File: src/rtl/alu_seq_if.sv
// alu_seq_if: request/response bundle between the datapath control FSM and alu_seq.
//   start, op, inputa, inputb  : request (master -> slave), captured when ready=1
//   ready                      : slave can accept a request this cycle
//   done                       : one-cycle completion pulse
//   out, branch                : registered result and branch decision
//   zero, carry, negative      : registered flags
interface alu_seq_if #(
    parameter int W   = 8,
    parameter int OPS = 4
);
    logic           start;
    logic [OPS-1:0] op;
    logic [W-1:0]   inputa;
    logic [W-1:0]   inputb;
    logic           ready;
    logic           done;
    logic [W-1:0]   out;
    logic           branch;
    logic           zero;
    logic           carry;
    logic           negative;

    modport master (
        output start, op, inputa, inputb,
        input  ready, done, out, branch, zero, carry, negative
    );

    modport slave (
        input  start, op, inputa, inputb,
        output ready, done, out, branch, zero, carry, negative
    );
endinterface

File: src/rtl/alu_seq.sv
// alu_seq: sequential ALU. Most ops complete on the accept edge; variable
// shifts step one bit per clock and MUL runs a W-step shift-add.
//   clk   : rising-edge clock
//   rst_n : asynchronous active-low reset
//   bus   : alu_seq_if slave (request, ready, done, result, flags)
//
// state | meaning
// IDLE  | ready; single-cycle ops complete on the accept edge
// RUN   | iterating a shift or multiply, cnt steps remain
module alu_seq #(
    parameter int W   = 8,
    parameter int OPS = 4
) (
    input  logic     clk,
    input  logic     rst_n,
    alu_seq_if.slave bus
);
    localparam int              CNTW  = $clog2(W) + 1;
    localparam logic [CNTW-1:0] W_CNT = CNTW'(W);

    localparam logic [OPS-1:0] OP_ADD = OPS'(0);
    localparam logic [OPS-1:0] OP_SUB = OPS'(1);
    localparam logic [OPS-1:0] OP_AND = OPS'(2);
    localparam logic [OPS-1:0] OP_OR  = OPS'(3);
    localparam logic [OPS-1:0] OP_XOR = OPS'(4);
    localparam logic [OPS-1:0] OP_LSH = OPS'(5);
    localparam logic [OPS-1:0] OP_RSH = OPS'(6);
    localparam logic [OPS-1:0] OP_MUL = OPS'(7);
    localparam logic [OPS-1:0] OP_GEQ = OPS'(8);
    localparam logic [OPS-1:0] OP_EQ  = OPS'(9);
    localparam logic [OPS-1:0] OP_NEQ = OPS'(10);
    localparam logic [OPS-1:0] OP_BNZ = OPS'(11);

    typedef enum logic {IDLE, RUN} state_t;

    state_t          state, state_nxt;
    logic [CNTW-1:0] cnt;
    logic [OPS-1:0]  op_r;
    logic [W-1:0]    acc;      // shift value or running product
    logic [W-1:0]    mcand;
    logic [W-1:0]    mplier;

    logic            ready, accept, last_step;
    logic [CNTW-1:0] amt;
    logic            is_shift, multi;
    logic [W:0]      sum;
    logic [W-1:0]    sc_out;
    logic            sc_carry, sc_branch;
    logic [W-1:0]    step_acc;
    logic            step_bit;

    logic [W-1:0]    out_r;
    logic            done_r, branch_r, zero_r, carry_r, negative_r;

    // Request decode and single-cycle results, straight from the operands.
    always_comb begin
        amt = bus.inputb[CNTW-1:0];
        if (amt > W_CNT)
            amt = W_CNT;
        is_shift  = (bus.op == OP_LSH) || (bus.op == OP_RSH);
        multi     = (bus.op == OP_MUL) || (is_shift && (amt != '0));
        sum       = {1'b0, bus.inputa} + {1'b0, bus.inputb};
        sc_out    = '0;
        sc_carry  = 1'b0;
        sc_branch = 1'b0;
        case (bus.op)
            OP_ADD: begin
                sc_out   = sum[W-1:0];
                sc_carry = sum[W];
            end
            OP_SUB: begin
                sc_out   = bus.inputa + ~bus.inputb + W'(1);
                sc_carry = (bus.inputa < bus.inputb);
            end
            OP_AND:  sc_out = bus.inputa & bus.inputb;
            OP_OR:   sc_out = bus.inputa | bus.inputb;
            OP_XOR:  sc_out = bus.inputa ^ bus.inputb;
            OP_LSH,
            OP_RSH:  sc_out = bus.inputa;   // only reached with amt=0
            OP_GEQ:  sc_out = {{(W-1){1'b0}}, (bus.inputa >= bus.inputb)};
            OP_EQ:   sc_out = {{(W-1){1'b0}}, (bus.inputa == bus.inputb)};
            OP_NEQ:  sc_out = {{(W-1){1'b0}}, (bus.inputa != bus.inputb)};
            OP_BNZ:  sc_branch = (bus.inputa != '0);
            default: sc_out = '0;
        endcase
    end

    // One iteration of the running op.
    always_comb begin
        step_acc = acc;
        step_bit = 1'b0;
        case (op_r)
            OP_LSH: begin
                step_acc = {acc[W-2:0], 1'b0};
                step_bit = acc[W-1];
            end
            OP_RSH: begin
                step_acc = {1'b0, acc[W-1:1]};
                step_bit = acc[0];
            end
            default: step_acc = mplier[0] ? (acc + mcand) : acc;
        endcase
    end

    always_ff @(posedge clk or negedge rst_n) begin
        if (!rst_n)
            state <= IDLE;
        else
            state <= state_nxt;
    end

    always_comb begin
        state_nxt = state;
        ready     = 1'b0;
        accept    = 1'b0;
        last_step = 1'b0;
        case (state)
            IDLE: begin
                ready  = 1'b1;
                accept = bus.start;
                if (accept && multi)
                    state_nxt = RUN;
            end
            RUN: begin
                if (cnt == CNTW'(1)) begin
                    last_step = 1'b1;
                    state_nxt = IDLE;
                end
            end
            default: state_nxt = IDLE;
        endcase
    end

    always_ff @(posedge clk or negedge rst_n) begin
        if (!rst_n) begin
            cnt        <= '0;
            op_r       <= '0;
            acc        <= '0;
            mcand      <= '0;
            mplier     <= '0;
            out_r      <= '0;
            done_r     <= 1'b0;
            branch_r   <= 1'b0;
            zero_r     <= 1'b0;
            carry_r    <= 1'b0;
            negative_r <= 1'b0;
        end else begin
            done_r <= 1'b0;
            if (accept) begin
                op_r <= bus.op;
                if (multi) begin
                    cnt    <= (bus.op == OP_MUL) ? W_CNT : amt;
                    acc    <= (bus.op == OP_MUL) ? '0 : bus.inputa;
                    mcand  <= bus.inputa;
                    mplier <= bus.inputb;
                end else begin
                    out_r      <= sc_out;
                    carry_r    <= sc_carry;
                    branch_r   <= sc_branch;
                    zero_r     <= (sc_out == '0);
                    negative_r <= sc_out[W-1];
                    done_r     <= 1'b1;
                end
            end else if (state == RUN) begin
                cnt    <= cnt - CNTW'(1);
                acc    <= step_acc;
                mcand  <= {mcand[W-2:0], 1'b0};
                mplier <= {1'b0, mplier[W-1:1]};
                // Visible result only moves on the final step.
                if (last_step) begin
                    out_r      <= step_acc;
                    carry_r    <= step_bit;
                    branch_r   <= 1'b0;
                    zero_r     <= (step_acc == '0);
                    negative_r <= step_acc[W-1];
                    done_r     <= 1'b1;
                end
            end
        end
    end

    assign bus.ready    = ready;
    assign bus.done     = done_r;
    assign bus.out      = out_r;
    assign bus.branch   = branch_r;
    assign bus.zero     = zero_r;
    assign bus.carry    = carry_r;
    assign bus.negative = negative_r;
endmodule

File: src/flat_wrapper.sv
// flat-port wrapper written by rule: the top's interface ports become plain ports
module alu_seq_flat 
#(
    parameter int W   = 8,
    parameter int OPS = 4
)
  (clk, rst_n, bus_start, bus_op, bus_inputa, bus_inputb, bus_ready, bus_done, bus_out, bus_branch, bus_zero, bus_carry, bus_negative);
  alu_seq_if #(.W(W), .OPS(OPS)) bus_i ();
  input  logic clk;
  input  logic rst_n;
  input wire logic [$bits(bus_i.start)-1:0] bus_start;
  input wire logic [$bits(bus_i.op)-1:0] bus_op;
  input wire logic [$bits(bus_i.inputa)-1:0] bus_inputa;
  input wire logic [$bits(bus_i.inputb)-1:0] bus_inputb;
  output wire logic [$bits(bus_i.ready)-1:0] bus_ready;
  output wire logic [$bits(bus_i.done)-1:0] bus_done;
  output wire logic [$bits(bus_i.out)-1:0] bus_out;
  output wire logic [$bits(bus_i.branch)-1:0] bus_branch;
  output wire logic [$bits(bus_i.zero)-1:0] bus_zero;
  output wire logic [$bits(bus_i.carry)-1:0] bus_carry;
  output wire logic [$bits(bus_i.negative)-1:0] bus_negative;
  assign bus_i.start = bus_start;
  assign bus_i.op = bus_op;
  assign bus_i.inputa = bus_inputa;
  assign bus_i.inputb = bus_inputb;
  assign bus_ready = bus_i.ready;
  assign bus_done = bus_i.done;
  assign bus_out = bus_i.out;
  assign bus_branch = bus_i.branch;
  assign bus_zero = bus_i.zero;
  assign bus_carry = bus_i.carry;
  assign bus_negative = bus_i.negative;
  alu_seq #(.W(W), .OPS(OPS)) u_core (.clk(clk), .rst_n(rst_n), .bus(bus_i));
endmodule
File: config.mk
export PLATFORM = sky130hd
export DESIGN_NAME = alu_seq_flat
export DESIGN_NICKNAME = d
export VERILOG_FILES = /design/src/rtl/alu_seq_if.sv /design/src/rtl/alu_seq.sv /design/src/flat_wrapper.sv
export SDC_FILE = /design/constraint.sdc
export NUM_CORES = 1
export LEC_CHECK = 0
export BUFFER_PORTS_ARGS = -buffer_cell sky130_fd_sc_hd__buf_4
export CELL_PAD_IN_SITES_DETAIL_PLACEMENT = 0
export CELL_PAD_IN_SITES_GLOBAL_PLACEMENT = 2
export CORE_MARGIN = 5
export CORE_UTILIZATION = 37
export CTS_CLUSTER_SIZE = 20
export DETAILED_ROUTE_END_ITERATION = 7
export PLACE_DENSITY_LB_ADDON = 0.2
export SYNTH_ARGS = -nofsm -noshare
export SYNTH_HDL_FRONTEND = slang
export SYNTH_SLANG_ARGS = --single-unit
File: constraint.sdc
create_clock -name clk -period 3.3 [get_ports clk]
set_input_delay 0.33 -clock clk [delete_from_list [all_inputs] [get_ports clk]]
set_output_delay 0.33 -clock clk [all_outputs]
set_load 0.05 [all_outputs]
* Word level (Yosys, flattened, before mapping)
Index checks and enable logic that the tools add are counted.
Storage, ports and cells: bits in registers 46, input port bits 23, output and inout port bits 14, logic and storage cells 109
Cells by class: add/subtract/negate cells 5, order comparisons 3, eq/ne operators 18, multiplexer cells 52, bitwise gates (word level) 5, reduce and logical (&&, ||, !) cells 14
Operators by type and width (number):
- $mux 8 | 15
- $pmux 8 s9 | 1
- $mux 1 | 27
- $eq 4x3->1 const B | 6
- $mux 4 | 5
- $add 8x8->8 | 2
- $eq 4x4->1 const B | 4
- $logic_not 8->1 | 2
- $pmux 8 s2 | 1
- $add 8x8->9 | 1
- $add 8x1->8 const B | 1
- $and 8x8->8 | 1
- $eq 4x1->1 const B | 2
- $eq 4x2->1 const B | 2
- $eq 8x8->1 | 1
- $ge 8x8->1 | 1
- $lt 8x8->1 | 1
- $ne 8x8->1 | 1
- $not 8->8 | 1
- $or 8x8->8 | 1
- $reduce_bool 8->1 | 1
- $xor 8x8->8 | 1
- $pmux 1 s2 | 3
- $gt 4x4->1 const B | 1
- 11 further kinds | 15

* Logic depth before layout (Yosys ltp)
depth in word-level cells 8, mapped depth 11, gate-level depth less buffers 11

* Worst setup path before layout
OpenSTA, ideal clock, no wires.
path kind in2reg, start input port bus_inputb[4], end register u_core.zero_r (netlist: u_core.bus.zero), library setup time 0.067 ns, arrival 2.297 ns, data required time 3.233 ns, slack 0.936 ns, cell stages on the path 10, path buffers 1, path through inv_1 -> ha_1 -> buf_4 -> nor2_1 -> nand3_1 -> a32oi_1 -> mux2_2 -> a211o_1 -> nor4_1 -> a221o_1
Between the ends: longest elaborated chain between the ends 7, elaborated cells between the ends (all ways) 14, those cells by class add/sub (3); order compare (1); eq/ne (2); mux (3); bitwise (4); reduce/logical (1)
RTL lines:
- start, declared | RTL line flat_wrapper.sv:14 | input wire logic [$bits(bus_i.inputb)-1:0] bus_inputb;
- $not 8->8 | RTL line alu_seq.sv:72 | sc_out = bus.inputa + ~bus.inputb + W'(1);
- $add 8x8->8 | RTL line alu_seq.sv:72
- $add 8x1->8 | RTL line alu_seq.sv:72
- $pmux 8 s9 * | RTL line alu_seq.sv:66 | case (bus.op)
- $logic_not 8->1 * | RTL line alu_seq.sv:160 | zero_r <= (sc_out == '0);
- $mux 1 * | RTL line alu_seq.sv:151 | if (multi) begin
- $mux 1 * | RTL line alu_seq.sv:149 | if (accept) begin
- end signal, assigned | RTL line alu_seq.sv:160
- end signal, assigned | RTL line alu_seq.sv:174 | zero_r <= (step_acc == '0);
- end, declared | RTL line alu_seq.sv:53 | logic done_r, branch_r, zero_r, carry_r, negative_r;
Every way passes the cells marked *; elsewhere a longest branch is shown, timed or not. The select of a mux whose other input is x is not followed. A chain may end at the register's enable or synchronous reset.

* Worst setup path after layout
start register u_core.acc[0], end register u_core.zero_r (netlist: u_core.bus.zero)
Between the ends: longest elaborated chain between the ends 7
RTL lines:
- start, declared | RTL line alu_seq.sv:39 | logic [W-1:0] acc;
- start signal, assigned | RTL line alu_seq.sv:153 | acc <= (bus.op == OP_MUL) ? '0 : bus.inputa;
- start signal, assigned | RTL line alu_seq.sv:166 | acc <= step_acc;
- $add 8x8->8 | RTL line alu_seq.sv:101 | default: step_acc = mplier[0] ? (acc + mcand) : acc;
- $mux 8 | RTL line alu_seq.sv:101
- $pmux 8 s2 * | RTL line alu_seq.sv:92 | case (op_r)
- $logic_not 8->1 * | RTL line alu_seq.sv:174
- $mux 1 * | RTL line alu_seq.sv:170 | if (last_step) begin
- $mux 1 * | RTL line alu_seq.sv:164 | end else if (state == RUN) begin
- $mux 1 * | RTL line alu_seq.sv:149
Marks and branches as above.

==> run_results.csv <==
group,metric,value,unit
finish,fillCellCount,1213,
clock_tree,cts_tree,"yes",
yosys,synth.yosys.seq_area_share,25.9,%
detailed_routing,vias_per_cell,5.87,
finish,finalNetCount,616,
finish,stdcell_count,701,
setup_path,cpMaxStageDelayCell,"a211oi_1",
setup_path,reg2reg_depth,10,
detailed_routing,vias,4118,
setup_path,cp-end-kind,"flip-flop",
yosys,syn_inst,543,
finish,multi_input_area,0.00289,mm2
timing,finalCriticalPeriod,2.84,ns
detailed_routing,wl_per_cell,20.1,um
setup_path,cpLargestDelayFamily,"compound AO/OA/AOI/OAI gates",
finish,n_antenna_cell,0,
power,leakagePower,2.09,nW
setup_path,crit_type,"flip-flop to flip-flop",
die,fp.dieH,118,um
setup_path,crit_chain,"ha_1, inv_1, fa_1, nor2b_1, o21ai_0, a211oi_1, o31ai_1, o2111ai_1, nor4_1, a221o_1",
detailed_routing,firstDrtPassIters,5,
die,dieWidth,118,um
setup_path,arrival,3.02,ns
setup_path,cp-start-kind,"flip-flop",
clock_tree,htree_num_levels,2,
clock_tree,cts_hold_buf,0,
timing,grt_setup_unrepaired,"no",
global_route,grt_overflow,0,
setup_path,crit_required,3.48,ns
setup_path,crit_cells,10,
power,power_density,906,mW/mm2
finish,syn_to_final_growth,10.4,%
job,maxCapViolCount,0,
placement,dpl_worst_slack,0.399,ns
die,io_pins,37,
yosys,ys_ff_latch,45,
finish,drive_gt1_share,12.9,%
global_route,track_usage,20.3,%
yosys,synth-edff-count,0,
clock_tree,post_cts_buffers,0,
timing,hold_viol_final,0,
clock_tree,cts_resized,0,
timing,setup_tns,0,ns
yosys,synthesis.area,0.00435,mm2
global_route,grt_pass1_vias,4047,
timing,setup-violations-final,0,
yosys,ys_warn_count,0,
timing,final.setup.worst_slack,0.462,ns
yosys,syn_avg_cell_area,8.02,um2
yosys,postSynth.asyncResetShare,100,%
detailed_routing,drc,0,
setup_path,path_buf_inv,1,
outcome,status,"finished, final reports clean",
timing,fin_crit_sh,86.0,%
setup_path,crit_start,"u_core.acc[0]",
placement,numPortBuffers,36,
setup_path,regToRegStartpoint,"u_core.acc[0]",
timing,worstMarginPinSlew,0.818,ns
timing,slew_headroom,45.2,%
setup_path,crit_fanout,5,
clock_tree,clkTransAtPathRegs,0.07,ns
die,core_area,0.0115,mm2
worst_hold_path,hold_path.class,"input port to asynchronous set/reset pin",
die,die_area,0.0140,mm2
yosys,synthFlopType,"dfrtp_1",
clock_tree,clkSinkCount,45,
clock_tree,clock_latency,0.30,ns
finish,seqCellArea,0.00113,mm2
timing,final_max_slew_viol_count,0,
yosys,synthesis.nets,602,
yosys,synth.distinct_cells,76,
setup_path,max_stage_delay,0.44,ns
clock_tree,cts_buffers,5,
detailed_routing,first_iter_violations,401,
power,irDropWorstVdd,0.566,mV
placement,dpl.hpwl,10600,um
finish,final_core_util,41.9,%
timing,fmax,352,MHz
detailed_routing,ant_nets,0,
die,start_util,38.0,%
clock_tree,cts-root-buf,"clkbuf_16",
clock_tree,clockBufferDepth,2,
global_route,grt_pass1_wl,23100,um
detailed_routing,routed_wl,14100,um
global_route,antenna_found_initial,0,
timing,finalClockSkew,0.0108,ns
placement,dp_cells,693,
die,fp-row-count,39,
placement,place_congestion,0.907,
global_route,grt_max_degree,46,
[cell usage in the layout (no fill, tap or decap), types with 6 or more instances in the layout]
master    Yosys  routed
nand2_1      64      64
nor4_1        6       6
a211oi_1     16      16
dfrtp_1      45      45
a21oi_1      27      27
a31oi_1      18      18
inv_1        37      37
nand3_1      13      13
a22oi_1       6       6
nor2_1       48      48
nand2b_1      8       8
o21ai_0      24      24
o21a_1        7       7
o211ai_1      6       6
nor2b_1      14      13
ha_1         33      33
mux2i_1      11      11
nor3_1       11      11
buf_4         5      44
[kinds of logic after synthesis]
kind of cell             Yosys count  synth area share [%]
AO/OA/AOI/OAI                    169                  27.6
XOR/XNOR                           7                  1.58
adder cells (fa/ha/maj)           36                  10.9
buffers and inverters             74                  7.99
flip-flops                        45                  25.9
multiplexers                      14                  3.30
AND/OR/NAND/NOR                  198                  22.8
[power breakdown]
part / internal (mW) / switching [mW] / total [mW]
clock network: 0.283 / 0.239 / 0.521
logic: 1.02 / 1.69 / 2.72
registers: 0.822 / 0.296 / 1.12
[cell usage after synthesis (all sizes together) (3+ instances only)]
cell type	n	area, um2
nand3b	4	30.0
or2	4	25.0
a22o	3	26.3
a211oi	16	120
o2111ai	3	26.3
nand2	64	240
buf	20	143
xnor2	5	43.8
mux2i	11	110
ha	33	413
a31oi	18	113
nor2	49	191
a211o	3	26.3
a22oi	6	45.0
or3	5	31.3
o211ai	6	45.0
a311oi	4	41.3
o21ai	29	149
dfrtp	45	1130
and3	4	25.0
nand3	13	65.1
a32oi	6	60.1
a21oi	27	135
nor3	11	55.1
mux2	3	33.8
inv	37	139
o22ai	4	25.0
o41ai	3	33.8
nand2b	8	50.1
nor2b	15	101
fa	3	60.1
nor4	6	37.5
nand4	3	18.8
clkbuf	17	66.3
a21o	5	37.5
o21bai	3	22.5
a221oi	4	35.0
o31ai	4	30.0
o21a	7	52.6
[per-layer routing]
| metal | up-vias | GRT usage, % | wire [um] |
|---|---|---|---|
| met2 | 125 | 30.7 | 6260 |
| li1 | 1998 | - | - |
| met5 | - | 0 | 0 |
| met3 | 22 | 2.82 | 651 |
| met4 | 0 | 6.24 | 295 |
| met1 | 1973 | 30.1 | 6880 |
[sequential cells by signal (all words and copies together) (netlist names), 4 cells and up]
register	cells
u_core.acc	8
u_core.mcand	8
u_core.mplier	8
u_core.bus.out	7
u_core.cnt	4
u_core.op_r	4
[path summary, 6_finish.rpt]
| path | slack [ns] | endpoint |
|---|---|---|
| worst max-delay path | 0.46 | u_core.bus.zero |
| worst min register to register | 0.48 | u_core.bus.out[1] |
| worst max register to register | 0.46 | u_core.bus.zero |
| max in group asynchronous | 2.85 | u_core.bus.negative |
| min in group clk | 0.27 | u_core.mplier[7] |
| worst min-delay path | 0.04 | u_core.acc[3] |
[final cells by class]
cell class | count | share of cell area (%)
Multi-Input combinational cell | 424 | 60.0
Inverter | 37 | 2.89
Sequential cell | 45 | 23.4
Clock buffer | 5 | 2.60
Timing Repair Buffer | 44 | 6.87
Clock inverter | 3 | 0.442
Tap cell | 143 | 3.72
[metrics by stage]
stage,hold WS [ns],total power [mW],instance area (um2)
after floorplan,0.0344,3.06,4350
after global placement,0.377,3.80,4660
after detailed placement,0.384,3.83,4660
after CTS,0.0563,4.37,4810
after global routing,0.0828,4.74,4810
final,0.0384,4.36,4810
Power figures use the tool's default switching activity.
